===== config.mk =====
export PLATFORM = sky130hd
export DESIGN_NAME = mxbiu_rd_slave
export DESIGN_NICKNAME = d
export VERILOG_FILES = /design/src/rtl/mxbiu_rd_slave.sv
export SDC_FILE = /design/constraint.sdc
export NUM_CORES = 2
export LEC_CHECK = 0
export CAP_MARGIN = 15
export CORE_AREA = 3 3 364 366
export DETAILED_ROUTE_END_ITERATION = 6
export DIE_AREA = 0 0 367 369
export PLACE_DENSITY_LB_ADDON = 0.3
export SETUP_SLACK_MARGIN = 0.15
export SYNTH_ARGS = -nofsm -noshare
export SYNTH_HDL_FRONTEND = slang
export SYNTH_SLANG_ARGS = --single-unit

===== constraint.sdc =====
create_clock -name clk -period 2.6 [get_ports clk]
set_input_delay 0.52 -clock clk [delete_from_list [all_inputs] [get_ports clk]]
set_output_delay 0.52 -clock clk [all_outputs]
set_load 0.02 [all_outputs]

===== src/rtl/mxbiu_rd_slave.sv =====
// MX Bus read responder: accepts one read at a time and serves it from a
// preloadable word array after WAIT_STATES wait cycles.
module mxbiu_rd_slave #(
    parameter int                    ADDR_WIDTH  = 8,
    parameter int                    DATA_WIDTH  = 8,
    parameter int                    MEM_DEPTH   = 256,
    parameter int                    WAIT_STATES = 0,
    parameter logic [DATA_WIDTH-1:0] ERR_DATA    = '0
) (
    input  logic                  clk,
    input  logic                  rst,
    input  logic                  rd_txn_start,
    input  logic [ADDR_WIDTH-1:0] rd_addr,
    output logic                  rd_txn_ack,
    output logic [DATA_WIDTH-1:0] rd_data,
    output logic                  rd_ready,
    output logic                  rd_txn_cpl,
    input  logic                  prog_we,
    input  logic [ADDR_WIDTH-1:0] prog_addr,
    input  logic [DATA_WIDTH-1:0] prog_data,
    output logic                  busy
);

    localparam int                  IDX_W   = (MEM_DEPTH > 1) ? $clog2(MEM_DEPTH) : 1;
    localparam logic [ADDR_WIDTH:0] DEPTH_L = (ADDR_WIDTH+1)'(MEM_DEPTH);
    localparam logic [3:0]          WAIT_L  = 4'(WAIT_STATES);

    typedef enum logic [2:0] {
        S_IDLE,
        S_ACK,
        S_WAIT,
        S_RD,
        S_DATA,
        S_CPL
    } state_t;

    state_t                state;
    logic [ADDR_WIDTH-1:0] addr_q;
    logic [3:0]            wait_cnt;
    logic [DATA_WIDTH-1:0] mem [0:MEM_DEPTH-1];
    logic                  rd_in_range;
    logic                  prog_in_range;

    // Full-width unsigned compare so out-of-range addresses never alias.
    assign rd_in_range   = {1'b0, addr_q}    < DEPTH_L;
    assign prog_in_range = {1'b0, prog_addr} < DEPTH_L;

    // Array has no reset so contents survive rst.
    always_ff @(posedge clk) begin
        if (prog_we && prog_in_range) begin
            mem[prog_addr[IDX_W-1:0]] <= prog_data;
        end
    end

    always_ff @(posedge clk) begin
        if (!rst) begin
            state      <= S_IDLE;
            addr_q     <= '0;
            wait_cnt   <= '0;
            rd_txn_ack <= 1'b0;
            rd_ready   <= 1'b0;
            rd_txn_cpl <= 1'b0;
            rd_data    <= '0;
            busy       <= 1'b0;
        end else begin
            rd_txn_ack <= 1'b0;
            rd_ready   <= 1'b0;
            rd_txn_cpl <= 1'b0;
            rd_data    <= '0;
            // Outputs are set on the edge that enters the state they belong to.
            case (state)
                S_IDLE: begin
                    if (rd_txn_start) begin
                        addr_q     <= rd_addr;
                        rd_txn_ack <= 1'b1;
                        busy       <= 1'b1;
                        state      <= S_ACK;
                    end
                end
                S_ACK: begin
                    wait_cnt <= WAIT_L;
                    state    <= (WAIT_L != 4'd0) ? S_WAIT : S_RD;
                end
                S_WAIT: begin
                    wait_cnt <= wait_cnt - 4'd1;
                    if (wait_cnt <= 4'd1) begin
                        state <= S_RD;
                    end
                end
                S_RD: begin
                    rd_data  <= rd_in_range ? mem[addr_q[IDX_W-1:0]] : ERR_DATA;
                    rd_ready <= 1'b1;
                    state    <= S_DATA;
                end
                S_DATA: begin
                    rd_txn_cpl <= 1'b1;
                    state      <= S_CPL;
                end
                S_CPL: begin
                    busy  <= 1'b0;
                    state <= S_IDLE;
                end
                default: begin
                    busy  <= 1'b0;
                    state <= S_IDLE;
                end
            endcase
        end
    end

endmodule


======== Yosys cells after proc, flatten, opt, wreduce, memory -nomap -nowiden ========
Memories as Yosys holds them, arrays and structs flattened. A register that Yosys moved wholly into a read port is not among the register bits.
Cells that the tools add are included.
cells by class
  add/subtract/negate cells ............... 1
  order comparisons ....................... 1
  equal/unequal tests ..................... 6
  mux-type cells .......................... 11
  bitwise gates (word level) .............. 1
  reduce and logical (&&, ||, !) cells .... 9
operator list
  kind                 count
  $pmux 3 s5           1
  $reduce_and 2->1     5
  $pmux 4 s2           1
  $eq 3x2->1 const B   2
  $mux 1               6
  $mux 3               2
  $le 4x1->1 const B   1
  $ne 2x2->1 const B   2
  $reduce_or 4->1      1
  $sub 4x1->4 const B  1
  $eq 3x1->1 const B   1
  $eq 3x3->1 const B   1
  $logic_not 3->1      1
  $pmux 1 s2           1
  $reduce_bool 2->1    1
  $logic_not 1->1      1
  $not 1->1            1
word-level totals
  bits in registers ....................... 19
  memory bits (writable) .................. 2,048
  word-level logic and storage cells ...... 37
  memories kept ........................... 1
memory list
  memory  words  bits a word  rd ports  clocked after memory_dff  wr ports  RTL line  text
  mem     256    8            1         1                         1         40        logic [DATA_WIDTH-1:0] mem [0:MEM_DEPTH-1];

======== Logic depth before layout (Yosys ltp) ========
  depth after elaboration ................. 4
  depth in mapped cells ................... 12

======== Worst setup path before layout ========
No wires, ideal clock.
  path kind ............................... input -> register
  from .................................... input prog_addr[3]
  to ...................................... memory mem[235][0] (enable)
  setup time .............................. 370 ps
  arrival ................................. 1,966 ps
  required time ........................... 2,230 ps
  path slack .............................. 264 ps
  stages .................................. 6
  buffers on the path ..................... 3
  cells stage by stage .................... clkbuf_1 nor2b_1 clkbuf_1 nand4_1 clkbuf_1 nor2_1
RTL lines
  element             RTL line  text
  start: declaration  19        input logic [ADDR_WIDTH-1:0] prog_addr,
  end: declaration    40
Straight into the memory's write port.

==> flow_summary.toml <==
[routing]
drt_iter0_drc = 7058
ant_nets = 0
drc = 0
drtPass1Iterations = 6
vias = 44920
wl_um = 217400
via_per_inst = 6.790
wl_per_cell_um = 32.85

[logic_synthesis]
ys_seq_area_share_pct = 76.02
syn_area_per_cell_um2 = 20.66
synthesis.nets = 3981
syn-cell-area_mm2 = 0.08161
synthArstFlopShare_pct = 0
synth_edf_count = 2048
synth_cell_types = 64
synth_warnings = 0
synth_flop_cell = "edfxtp_1"
synth-seq-cells = 2075
syn_inst = 3951

[floorplan]
die_area_mm2 = 0.1354
rows = 132
die_width_um = 367
core_mm2 = 0.1295
io_pins = 40
die_h_um = 369
floorplan.initialDensity_pct = 63.03

[cells_and_area]
layout-drive-gt1-share_pct = 30.30
finalNetCount = 4729
final_util_pct = 74.50
area_growth_pct = 18.20
final_common_cell = "edfxtp_1"
final_cell_mix = "edfxtp_1, buf_4, mux4_2, nor2_1, mux2i_1"

[timing]
slew_headroom_pct = 49.47
fin_setup_tns_ns = -0.8146
period_share_pct = 105.3
skew_ns = 0.03449
setup_viol = 8
fin_crit_ns = 2.738
grt_setup_unrepaired = "yes"
postLayoutSetupSlackWorst_ns = -0.1376
worst_slew_pin_slew_ns = 0.7579
final-max-slew-violation-count = 0
max_freq_mhz = 365.3
hold_viol_final = 0

[cts]
cts_tree = "yes"
cts_buffer_depth = 3
insertion_delay_ns = 0.83
cts_root_buffer = "clkbuf_16"
cts_hold_buf = 0
h-tree-depth = 4
cts_buffers = 198
clock_sinks = 2075
clkSlewWorstSetupHoldPaths_ns = 0.06

[global_route]
grt_pass1_vias = 44680
grt_max_degree = 88
grt.overflow.total = 0
grt_pass1_wl_um = 313200
grt_antenna_before_repair = 9
grt_use_total_pct = 32.19

[power_and_ir_drop]
ir_worst_vdd_uv = 689.6
powerDensity_mw_per_mm2 = 815.6
p_leak_uw = 0.03093

[critical_path]
endpoint_kind = "flop"
arrival_ns = 3.49
worstPathMaxFanout = 8
crit_required_ns = 3.35
critPathLaunchType = "flop"
r2r_slack_ns = -0.14
path_class = "flop to flop"

[flow_run]
cap_viol_max_count = 0

[hold_path]
hp-class = "input pin to flop"

[placement]
dp_hpwl_um = 135400
io_buffers = 39
gp_congestion = 0.9200

[status]
outcome = "finished, violations left"
violations = "setup timing"
[per-layer routing]
layer,vias to the layer above,track usage (%),routed length (µm)
li1,18040,-,-
met3,579,8.182,27800
met2,3400,49.61,103100
met4,4,13.45,10120
met1,22900,44.72,76340
met5,-,0,33
[Yosys cell counts (20+ instances only)]
cell type / count / area [µm²]
edfxtp_1: 2048 / 61500
mux4_2: 332 / 7477
nor2_1: 282 / 1059
mux2i_1: 260 / 2603
o221ai_1: 122 / 1069
nand2_1: 103 / 386.6
clkbuf_1: 85 / 319.1
mux4_1: 84 / 2207
a21oi_1: 71 / 355.3
o22ai_1: 69 / 431.7
o21ai_0: 58 / 290.3
nand3_1: 47 / 235.2
buf_6: 43 / 484.2
nor3_1: 31 / 155.2
buf_4: 29 / 217.7
a22oi_1: 28 / 210.2
dfxtp_1: 27 / 540.5
buf_2: 23 / 115.1
buf_8: 23 / 345.3
nand4_1: 20 / 125.1
[registers in the layout, indices dropped and copies added, names as in the netlist]
register    flops
busy            1
rd_txn_cpl      1
wait_cnt        4
mem          2048
rd_txn_ack      1
rd_data         8
rd_ready        1
addr_q          8
state           3
[worst max-delay path: stages (launching register included)]
cell and delay [ns]:
dfxtp_4 0.36, buf_12 0.17, buf_16 0.18, buf_12 0.14
buf_16 0.14, mux4_2 0.37, o22ai_1 0.13, o21ai_2 0.32
buf_4 0.17, nand4_1 0.15, or3_4 0.45, o31ai_4 0.07
[area by class of cell]
| class | count | area, µm² |
|---|---|---|
| inverter | 7 | 32.53 |
| clock buffer | 246 | 5186 |
| clock inverter | 126 | 1271 |
| multi-input combinational | 1628 | 17890 |
| antenna | 3 | 7.507 |
| timing repair buffer | 789 | 7845 |
| fill | 6805 | 33020 |
| tap | 1742 | 2180 |
| sequential | 2075 | 62050 |
[what timing repair did]
item	4_1_cts	5_1_grt
gates cloned	10	6
resized for setup	121	57
endpoints found under the setup margin	16	8
pin swaps	30	30
setup buffers	27	12
[power by group]
| group | switching (µW) | internal [µW] |
|---|---|---|
| Combinational | 7160 | 5880 |
| Sequential | 144 | 36900 |
| Clock | 12300 | 16300 |
[cell families (layout without fill, tap and decap cells)]
| logic type | after synthesis | count (layout) | share of synthesized area, % |
|---|---|---|---|
| mux | 680 | 680 | 15.11 |
| flops | 2075 | 2075 | 76.02 |
| compound gates | 405 | 405 | 3.468 |
| xor+xnor | 1 | 1 | 0.01073 |
| fa+ha+maj | 2 | 2 | 0.03066 |
| buf+inv | 248 | 1168 | 2.481 |
| other cells | 0 | 3 | 0 |
| simple gates | 540 | 540 | 2.878 |
[path summary, 6_finish.rpt]
kind,start,endpoint,cells after the start
worst max-delay path,addr_q[0],rd_data[1],11
worst min register to register,addr_q[7],addr_q[7],2
worst min-delay path,prog_data[3],mem[56][3],1
worst max register to register,addr_q[0],rd_data[1],11
[metrics by stage]
step                      setup slack (ns)  power (µW)  hold slack, ns  std cells  cell area [µm²]
after CTS                         -0.06533       78220         0.02294       6595            95990
final                              -0.1376       78680         0.07713       6616            96460
after global placement             -0.3759       49060          0.4834       6186            88620
after floorplan                     0.2639       44710          0.4608       3951            81610
after detailed placement           -0.4497       49260          0.5035       6186            88620
after global routing               -0.1813       80570         0.04995       6613            96460
Power figures use the tool's default switching activity.
